--- config.mk ---
export PLATFORM = sky130hd
export DESIGN_NAME = arith_share_arb
export DESIGN_NICKNAME = d
export VERILOG_FILES = /design/src/rtl/arith_pckg.sv /design/src/rtl/rr_arb_core.sv /design/src/rtl/arith_share_arb.sv
export SDC_FILE = /design/constraint.sdc
export NUM_CORES = 1
export LEC_CHECK = 0
export CAP_MARGIN = 10
export CELL_PAD_IN_SITES_DETAIL_PLACEMENT = 1
export CELL_PAD_IN_SITES_GLOBAL_PLACEMENT = 2
export CORE_MARGIN = 2
export CORE_UTILIZATION = 22
export DETAILED_ROUTE_END_ITERATION = 8
export PLACE_DENSITY = 0.9
export SLEW_MARGIN = 20
export SYNTH_ARGS = -nofsm -noshare
export SYNTH_HDL_FRONTEND = slang
export SYNTH_SLANG_ARGS = --single-unit
--- constraint.sdc ---
create_clock -name clk -period 6 [get_ports clk]
set_clock_uncertainty 0.2 [all_clocks]
set_input_delay 0.9 -clock clk [delete_from_list [all_inputs] [get_ports clk]]
set_output_delay 0.9 -clock clk [all_outputs]
set_load 0.01 [all_outputs]
--- src/rtl/arith_pckg.sv ---
// Shared constants for the arithmetic unit and the logic that feeds it.
package arith_pckg;

  localparam int C_ARITH_WORD_LEN    = 32;
  localparam int C_ARB_N_REQ_MAX     = 8;
  localparam int C_ARB_MAX_OUTST_MAX = 32;

endpackage

--- src/rtl/rr_arb_core.sv ---
// Round-robin priority search: scans from (ptr+1) mod N and grants the first
// active request, one-hot or zero.
module rr_arb_core #(
  parameter int N  = 4,
  parameter int PW = (N > 1) ? $clog2(N) : 1
) (
  input  logic [N-1:0]  req,
  input  logic [PW-1:0] ptr,
  input  logic          en,
  output logic [N-1:0]  grant
);

  logic [PW-1:0] idx;
  logic          found;

  always_comb begin
    grant = '0;
    found = 1'b0;
    idx   = '0;
    for (int k = 1; k <= N; k++) begin
      idx = PW'((int'(ptr) + k) % N);
      if (en && !found && req[idx]) begin
        grant[idx] = 1'b1;
        found      = 1'b1;
      end
    end
  end

endmodule

--- src/rtl/arith_share_arb.sv ---
// Shares one in-order arithmetic unit between N_REQ requesters; a tag FIFO
// remembers who issued each operation so results are routed back in order.
module arith_share_arb
  import arith_pckg::*;
#(
  parameter int N_REQ     = 4,
  parameter int MAX_OUTST = 8
) (
  input  logic                                    clk,
  input  logic                                    rst_n,
  input  logic                                    clk_en,
  input  logic [N_REQ-1:0]                        req_val,
  output logic [N_REQ-1:0]                        req_rdy,
  input  logic [N_REQ-1:0][C_ARITH_WORD_LEN-1:0]  req_op_a,
  input  logic [N_REQ-1:0][C_ARITH_WORD_LEN-1:0]  req_op_b,
  input  logic [N_REQ-1:0]                        req_sel,
  output logic [C_ARITH_WORD_LEN-1:0]             unit_op_a,
  output logic [C_ARITH_WORD_LEN-1:0]             unit_op_b,
  output logic                                    unit_op_val,
  output logic                                    unit_sel,
  input  logic [C_ARITH_WORD_LEN-1:0]             unit_res,
  input  logic                                    unit_res_val,
  output logic [C_ARITH_WORD_LEN-1:0]             rsp_data,
  output logic [N_REQ-1:0]                        rsp_val,
  output logic                                    err_ovf
);

  localparam int IDXW = $clog2(N_REQ);
  localparam int PTRW = $clog2(MAX_OUTST);
  localparam int CW   = PTRW + 1;

  logic [IDXW-1:0] last_grant;
  logic [IDXW-1:0] grant_idx;
  logic [IDXW-1:0] tag_mem [MAX_OUTST];
  logic [PTRW-1:0] wr_ptr, rd_ptr;
  logic [CW-1:0]   count;
  logic            full, empty, pop, push, arb_en;
  logic [N_REQ-1:0] grant;

  assign full  = (count == CW'(MAX_OUTST));
  assign empty = (count == '0);
  // A result popping in this cycle frees a slot, so a full FIFO may still grant.
  assign pop    = clk_en && unit_res_val && !empty;
  assign arb_en = clk_en && (!full || pop);

  rr_arb_core #(.N(N_REQ), .PW(IDXW)) u_rr (
    .req   (req_val),
    .ptr   (last_grant),
    .en    (arb_en),
    .grant (grant)
  );

  assign req_rdy = grant;
  assign push    = |grant;

  always_comb begin
    grant_idx = '0;
    for (int i = 0; i < N_REQ; i++) begin
      if (grant[i]) grant_idx = IDXW'(i);
    end
  end

  always_ff @(posedge clk) begin
    if (clk_en && push) tag_mem[wr_ptr] <= grant_idx;
  end

  always_ff @(posedge clk) begin
    if (!rst_n) begin
      unit_op_val <= 1'b0;
      unit_op_a   <= '0;
      unit_op_b   <= '0;
      unit_sel    <= 1'b0;
      rsp_val     <= '0;
      rsp_data    <= '0;
      err_ovf     <= 1'b0;
      count       <= '0;
      wr_ptr      <= '0;
      rd_ptr      <= '0;
      last_grant  <= IDXW'(N_REQ - 1);
    end else if (clk_en) begin
      unit_op_val <= push;
      if (push) begin
        unit_op_a  <= req_op_a[grant_idx];
        unit_op_b  <= req_op_b[grant_idx];
        unit_sel   <= req_sel[grant_idx];
        wr_ptr     <= wr_ptr + 1'b1;
        last_grant <= grant_idx;
      end
      rsp_val <= '0;
      if (pop) begin
        rsp_data <= unit_res;
        rsp_val  <= {{(N_REQ-1){1'b0}}, 1'b1} << tag_mem[rd_ptr];
        rd_ptr   <= rd_ptr + 1'b1;
      end
      if (unit_res_val && empty) err_ovf <= 1'b1;
      count <= count + CW'(push) - CW'(pop);
    end
  end

endmodule

==> results of run 1 <==
==> final cells by class <==
cell class / instances / area (sq um) / share of cell area [%]
timing repair buffer: 419 / 4170 / 36.6
multi-input combinational: 474 / 3280 / 28.8
sequential: 134 / 2840 / 25.0
tap: 384 / 480 / 4.22
clock buffer: 19 / 433 / 3.80
clock inverter: 13 / 144 / 1.26
inverter: 11 / 41.3 / 0.362
antenna: 1 / 2.50 / 0.0220
==> state kept, by name (all words and copies together) (netlist names), named ones only <==
signal and count:
err_ovf 1, unit_op_val 1, last_grant 2, rsp_val 4
wr_ptr 3, unit_op_a 32, rsp_data 32, unit_sel 1
count 4, tag_mem 16, unit_op_b 32, rd_ptr 3
==> worst max-delay path, cell delays in order, from the launching register on <==
cell and delay (ns):
sky130_fd_sc_hd__dfxtp_1 0.60, sky130_fd_sc_hd__inv_1 0.18, sky130_fd_sc_hd__ha_1 0.37, sky130_fd_sc_hd__mux4_2 0.64
sky130_fd_sc_hd__nor4b_4 0.46, sky130_fd_sc_hd__a221oi_2 0.22, sky130_fd_sc_hd__inv_2 0.33, sky130_fd_sc_hd__clkdlybuf4s50_1 0.61
==> cell usage in the layout (no fill, tap or decap), types with 11 or more instances in the layout <==
| master | n |
|---|---|
| sky130_fd_sc_hd__a21boi_0 | 33 |
| sky130_fd_sc_hd__a21oi_1 | 74 |
| sky130_fd_sc_hd__a22oi_1 | 67 |
| sky130_fd_sc_hd__buf_4 | 12 |
| sky130_fd_sc_hd__clkbuf_16 | 17 |
| sky130_fd_sc_hd__clkdlybuf4s50_1 | 405 |
| sky130_fd_sc_hd__dfxtp_1 | 118 |
| sky130_fd_sc_hd__edfxtp_1 | 16 |
| sky130_fd_sc_hd__ha_1 | 15 |
| sky130_fd_sc_hd__nand2_1 | 80 |
| sky130_fd_sc_hd__o21ai_0 | 55 |
| sky130_fd_sc_hd__o21ai_1 | 11 |
| sky130_fd_sc_hd__o221ai_1 | 65 |
==> layer usage <==
metal | wire length (um) | part of all wire (%) | vias up | global-route usage [%]
met5 | 0 | 0 | - | 0
met4 | 516 | 1.8 | 0 | 5.65
met3 | 2060 | 7.1 | 21 | 5.28
met2 | 15300 | 53 | 283 | 33.5
met1 | 11100 | 38 | 3445 | 20.0
li1 | - | - | 3358 | -
==> power by group <==
group          leakage, uW  switching (uW)  internal (uW)
Sequential         0.00112             133           1160
Combinational      0.00258            1380           1120
Clock             0.000279             442            619
==> cells by family (layout without fill, tap and decap cells) <==
kind of cell | Yosys count | in the layout | synth area share [%]
compound gates | 317 | 317 | 33.0
xor+xnor | 5 | 5 | 0.674
fa+ha+maj | 16 | 16 | 3.20
buf+inv | 76 | 462 | 6.28
flops | 134 | 134 | 43.7
mux | 15 | 15 | 3.89
other cells | 0 | 1 | 0
simple gates | 121 | 121 | 9.22
==> worst max path at each step <==
stage                  startpoint          to  slack [ns]
floorplan           last_grant[0]    count[3]        1.95
global placement           clk_en  req_rdy[1]        1.22
detailed placement         clk_en  req_rdy[3]        1.10
CTS                 last_grant[0]  req_rdy[3]        1.04
global route        last_grant[0]  req_rdy[3]        0.89
finish              last_grant[0]  req_rdy[3]        1.08
==> stage by stage <==
step	hold slack [ns]	utilization, %
floorplan	0.254	-
global placement	0.248	37.5
detailed placement	0.258	37.5
CTS	0.267	39.5
global route	0.287	39.5
finish	0.262	39.5
==> run_results.csv, run 1 <==
group,metric,value,unit
run_status,run_status,"completed",
sta,report.final.slew_viol_count,0,
worst_setup_path,rrSetupSlack,1.49,ns
grt,grt_pass1_vias,7614,
clock_tree,cts_tree,"built",
min_path,worst_hold_path.num_cells,2,
logic_synthesis,ys_top_cells_by_area,"sky130_fd_sc_hd__dfxtp_1, sky130_fd_sc_hd__o221ai_1, sky130_fd_sc_hd__a22oi_1",
sta,totalNegativeSetupSlack,0,ns
place,port_buffers,406,
final_layout,drive_gt1_share,6.45,%
clock_tree,clkSinkCount,134,
final_layout,fillerInstances,3251,
grt,number_of_antenna_violations_at_the_first_check_in_global_routing,1,
floorplanning,design.die.area,30900,sq um
place,detailedPlace.worstSlack,1.10,ns
route,drt-initial-drc-count,313,
logic_synthesis,synth.lib_cells_used.distinct,46,
worst_setup_path,setup.worst_path.start_class,"flop",
route,drt-wirelength-per-cell,19.9,um
route,detailedRoute.firstPassIterationCount,4,
place,place_congestion,0.810,
sta,layout_setup_ws,1.08,ns
floorplanning,die_width,176,um
sta,maxSlewHeadroom,43.3,%
final_layout,finalNonFillerCells,1455,
logic_synthesis,netlist_top_cells_count,"sky130_fd_sc_hd__dfxtp_1, sky130_fd_sc_hd__nand2_1, sky130_fd_sc_hd__a21oi_1",
final_layout,syn_to_final_growth,75.3,%
route,routed-via-count,7107,
power_and_ir_drop,p_total,4850,uW
worst_setup_path,worstPathArrival,3.82,ns
place,dp_hpwl,21500,um
clock_tree,ctsLongestPathBuffers,2,
sta,period_needed,4.92,ns
logic_synthesis,synth_sequential_area_ratio,43.7,%
floorplanning,ios,407,
worst_setup_path,cp.required,4.90,ns
clock_tree,clk_pin_slew_worst_paths,0.07,ns
logic_synthesis,synth_enable_flop_cells,16,
clock_tree,ctsHoldBuffers,0,
logic_synthesis,synthesis.area_per_instance,9.50,sq um
sta,worst_pin_slew,0.842,ns
sta,setup_repair_after_global_routing_missed_its_margin,"no",
min_path,hold_path_end,"rsp_data[13]",
worst_setup_path,critical_path.endpoint_type,"primary output",
floorplanning,floorplan.core_area,28900,sq um
logic_synthesis,yosys_warnings,0,
logic_synthesis,yosys_register_bits,134,
min_path,min_path_type,"flop to flop",
final_layout,final_area,11400,sq um
route,detail_route.vias_per_cell,4.88,
grt,wire_length_of_the_first_global_routing_pass,43500,um
logic_synthesis,syn-num-nets,1000,
floorplanning,floorplan.initialDensity,22.5,%
sta,endpoints_failing_setup,0,
min_path,hold_path.startpoint,"rsp_data[13]",
clock_tree,clock-root-buffer,"sky130_fd_sc_hd__clkbuf_16",
worst_setup_path,rr_startpoint,"last_grant[0]",
clock_tree,cts_made_buffers,17,
clock_tree,cts_repair_resize_count,0,
power_and_ir_drop,power-per-cell-area,426,nW/um^2
job,timing.max_cap.violations,0,
route,drt_drc,0,
clock_tree,cts_setup_buffers,0,
place,place.detailed.instances,1422,
power_and_ir_drop,vdd_ir_drop_max,0.225,mV
worst_setup_path,timing.rr.end,"unit_op_b[7]",
final_layout,nets,1373,
worst_setup_path,worstPathMaxFanout,11,
worst_setup_path,worst-r2r-cell-count,11,
sta,max_freq,203,MHz
clock_tree,ctsHtreeMaxLevel,4,
logic_synthesis,synthDominantCellAreaShare,36.3,%
logic_synthesis,post_synth_top_area_cell,"sky130_fd_sc_hd__dfxtp_1",
floorplanning,die_height,176,um
logic_synthesis,synth-main-ff-cell,"sky130_fd_sc_hd__dfxtp_1",
route,drtAntennaViolNets,0,
grt,gr-usage-all-layers,18.2,%
power_and_ir_drop,power_leakage,0.00397,uW
floorplanning,core.rowCount,62,
grt,maximum_number_of_pins_on_one_net_before_global_route_repair,71,
route,routed_wl,28900,um
worst_setup_path,worst-setup-path-type,"flop to primary output",
sta,min_period_over_period,82.1,%
grt,overflow,0,
place,place_area,10800,sq um
logic_synthesis,synth.cell_area,6500,sq um
logic_synthesis,syn-instance-count,684,
sta,timing_hold_violations_final,0,
clock_tree,clk_latency,0.42,ns
logic_synthesis,synthMostInstantiatedCell,"sky130_fd_sc_hd__dfxtp_1",
logic_synthesis,async_flop_share,0,%
Note: power is estimated with default switching activity, not from simulation.
==> inputs of run 2 (changes only) <==
--- a/config.mk
+++ b/config.mk
@@ -9,9 +9,9 @@
 export CELL_PAD_IN_SITES_DETAIL_PLACEMENT = 1
 export CELL_PAD_IN_SITES_GLOBAL_PLACEMENT = 2
 export CORE_MARGIN = 2
-export CORE_UTILIZATION = 22
+export CORE_UTILIZATION = 20
 export DETAILED_ROUTE_END_ITERATION = 8
-export PLACE_DENSITY = 0.9
+export PLACE_DENSITY = 0.83
 export SLEW_MARGIN = 20
 export SYNTH_ARGS = -nofsm -noshare
 export SYNTH_HDL_FRONTEND = slang
==> constraint.sdc (replaced) <==
create_clock -name clk -period 5.07 [get_ports clk]
set_clock_uncertainty 0.2 [all_clocks]
set_input_delay 0.7605 -clock clk [delete_from_list [all_inputs] [get_ports clk]]
set_output_delay 0.7605 -clock clk [all_outputs]
set_load 0.01 [all_outputs]
==> run 2 against run 1 <==
Worst hold slack gained 0.0011 ns; sequential cell count did not move; largest power group unchanged; final cell count grew 4.3%; sequential power grew 19%; clock power is 15% higher; critical path depth did not move; combinational power increased by 20%; die area rose by 9.8%; critical path type unchanged; non-clock buffer count increased by 6; via count decreased by 1.1%; sequential share of layout area is 0.24 points lower.
==> run_results.csv, run 2 (same netlist as run 1, synthesis figures left out) <==
group,metric,value,unit
power_and_ir_drop,power.sequential.fraction,26.7,%
floorplanning,die_height,184,um
final_layout,num_antenna_cells,0,
power_and_ir_drop,power-per-cell-area,498,nW/um^2
sta,period_needed,4.62,ns
power_and_ir_drop,internal_power,3380,uW
final_layout,final_util,35.6,%
route,drt-wirelength-per-cell,19.3,um
clock_tree,ctsHtreeMaxLevel,4,
floorplanning,floorplan.initialDensity,20.1,%
sta,timing_hold_violations_final,0,
clock_tree,cts_repair_resize_count,0,
power_and_ir_drop,power.switching_fraction,41.1,%
worst_setup_path,setup.worst_path.start_class,"flop",
final_layout,final_area,11500,sq um
power_and_ir_drop,power_leakage,0.00401,uW
power_and_ir_drop,net-switching-power,2350,uW
grt,gr-usage-all-layers,16.9,%
sta,totalNegativeSetupSlack,0,ns
final_layout,reg.largest.list,"rsp_data: 32 flops, unit_op_a: 32 flops, unit_op_b: 32 flops",
worst_setup_path,critical_path.cell_chain,"inv_1 -> ha_1 -> mux4_2 -> nor4b_4 -> a221oi_2 -> inv_2 -> clkdlybuf4s50_1",
route,drt_drc,0,
floorplanning,floorplan.core_area,32300,sq um
final_layout,fillerInstances,3647,
route,routed-via-count,7030,
worst_setup_path,worstPathArrival,3.66,ns
clock_tree,clkSinkCount,134,
sta,worst_pin_slew,0.819,ns
sta,maxSlewHeadroom,45.4,%
worst_setup_path,critical_path.endpoint_type,"primary output",
grt,overflow,0,
clock_tree,cts_setup_buffers,0,
clock_tree,ctsHoldBuffers,0,
final_layout,drive_gt1_share,7.16,%
place,place_congestion,0.790,
route,drt-initial-drc-count,213,
worst_setup_path,critical_path_buf_inv_count,3,
worst_setup_path,cp.required,4.11,ns
place,dp_hpwl,21600,um
grt,grt_pass1_vias,7340,
power_and_ir_drop,logic_gate_share_of_total_power,52.0,%
worst_setup_path,worstPathMaxFanout,10,
floorplanning,ios,407,
grt,number_of_antenna_violations_at_the_first_check_in_global_routing,1,
worst_setup_path,slowest_stage,"sky130_fd_sc_hd__mux4_2",
final_layout,nets,1379,
route,routed_wl,29400,um
clock_tree,cts_tree,"built",
place,place_area,10900,sq um
min_path,min_path_type,"flop to flop",
clock_tree,ctsLongestPathBuffers,2,
grt,wire_length_of_the_first_global_routing_pass,43700,um
run_status,run_status,"completed",
worst_setup_path,crit_path_max_incr_delay,0.64,ns
grt,maximum_number_of_pins_on_one_net_before_global_route_repair,118,
power_and_ir_drop,vdd_ir_drop_max,0.219,mV
floorplanning,core.rowCount,66,
clock_tree,cts_made_buffers,17,
worst_setup_path,cp_top_family,"buffers and inverters",
clock_tree,clk_pin_slew_worst_paths,0.06,ns
clock_tree,clock-root-buffer,"sky130_fd_sc_hd__clkbuf_16",
power_and_ir_drop,p_total,5730,uW
sta,max_freq,216,MHz
floorplanning,die_width,184,um
route,detail_route.vias_per_cell,4.63,
floorplanning,design.die.area,34000,sq um
final_layout,final_cell_mix,"sky130_fd_sc_hd__clkdlybuf4s50_1, sky130_fd_sc_hd__dfxtp_1, sky130_fd_sc_hd__nand2_1",
sta,report.final.slew_viol_count,0,
job,timing.max_cap.violations,0,
place,port_buffers,406,
final_layout,mostFrequentLayoutCell,"sky130_fd_sc_hd__clkdlybuf4s50_1",
final_layout,syn_to_final_growth,77.0,%
clock_tree,clk_latency,0.42,ns
sta,endpoints_failing_setup,0,
sta,min_period_over_period,91.1,%
sta,setup_repair_after_global_routing_missed_its_margin,"no",
route,drtAntennaViolNets,0,
power_and_ir_drop,clock_power_share,21.3,%
worst_setup_path,worst-setup-path-type,"flop to primary output",
route,detailedRoute.firstPassIterationCount,4,
[run 2: changes by cell type in the layout (fill, tap and decap cells not counted), sizes merged, moves of 2 or more]
cell | before | now
clkinv | 3 | 5
inv | 17 | 20
buf | 14 | 20
bufinv | 2 | 0
clkbuf | 19 | 17
[run 2: worst paths after layout]
path	startpoint	end	slack, ns	cells after the start
worst max-delay path	last_grant[0]	req_rdy[2]	0.45	7
worst min-delay path	rsp_data[23]	rsp_data[23]	0.26	2
worst max register to register	last_grant[0]	unit_op_b[10]	0.73	11
worst min register to register	rsp_data[23]	rsp_data[23]	0.26	2
[run 2: per-stage QoR]
stage	hold WS [ns]	setup WS, ns	instances
6_report	0.264	0.449	1518
5_1_grt	0.282	0.238	1518
4_1_cts	0.267	0.390	1518
3_5_place_dp	0.258	0.671	1486
3_3_place_gp	0.251	0.748	1486
2_1_floorplan	0.254	1.02	684
[run 2: worst register-to-register path, stage by stage (launching register included)]
cell and delay [ns]:
sky130_fd_sc_hd__dfxtp_1 0.61, sky130_fd_sc_hd__inv_1 0.19, sky130_fd_sc_hd__ha_1 0.37, sky130_fd_sc_hd__mux4_2 0.64, sky130_fd_sc_hd__nand2_1 0.12, sky130_fd_sc_hd__a21oi_1 0.09, sky130_fd_sc_hd__a221oi_4 0.31, sky130_fd_sc_hd__buf_4 0.63
sky130_fd_sc_hd__nand2_2 0.42, sky130_fd_sc_hd__buf_12 0.28, sky130_fd_sc_hd__o221ai_1 0.25, sky130_fd_sc_hd__a21oi_1 0.09
[run 2: power by group through the flow]
stage	clock (uW)	combinational [uW]	sequential, uW
6_report	1220	2980	1530
2_1_floorplan	0	1710	1610
3_5_place_dp	0	3020	1560
3_3_place_gp	0	2970	1540
4_1_cts	1270	3050	1530
5_1_grt	1310	3290	1570
[run 2: layout make-up]
type	instances	area (sq um)	share of cell area [%]
Clock buffer	17	425	3.70
Timing Repair Buffer	425	4230	36.8
Inverter	11	41.3	0.359
Tap cell	442	553	4.81
Clock inverter	15	133	1.15
Multi-Input combinational cell	474	3280	28.5
Sequential cell	134	2840	24.7
[run 2: metal layers]
metal  up-vias  part of all wire, %  track usage [%]
li1       3372                    -                -
met1      3371                   40             19.4
met2       267                   52             30.9
met3        18                  7.1             5.12
met4         2                 0.91             3.52
met5         -                0.044                0
==> inputs of run 3 (changes only) <==
--- a/config.mk
+++ b/config.mk
@@ -10,6 +10,7 @@
 export CELL_PAD_IN_SITES_GLOBAL_PLACEMENT = 2
 export CORE_MARGIN = 2
 export CORE_UTILIZATION = 20
+export CTS_BUF_LIST = sky130_fd_sc_hd__clkbuf_8 sky130_fd_sc_hd__clkbuf_16
 export DETAILED_ROUTE_END_ITERATION = 8
 export PLACE_DENSITY = 0.83
 export SLEW_MARGIN = 20
==> results of run 3 <==
Final layout, timing and power as in run 2 (identical DEF).
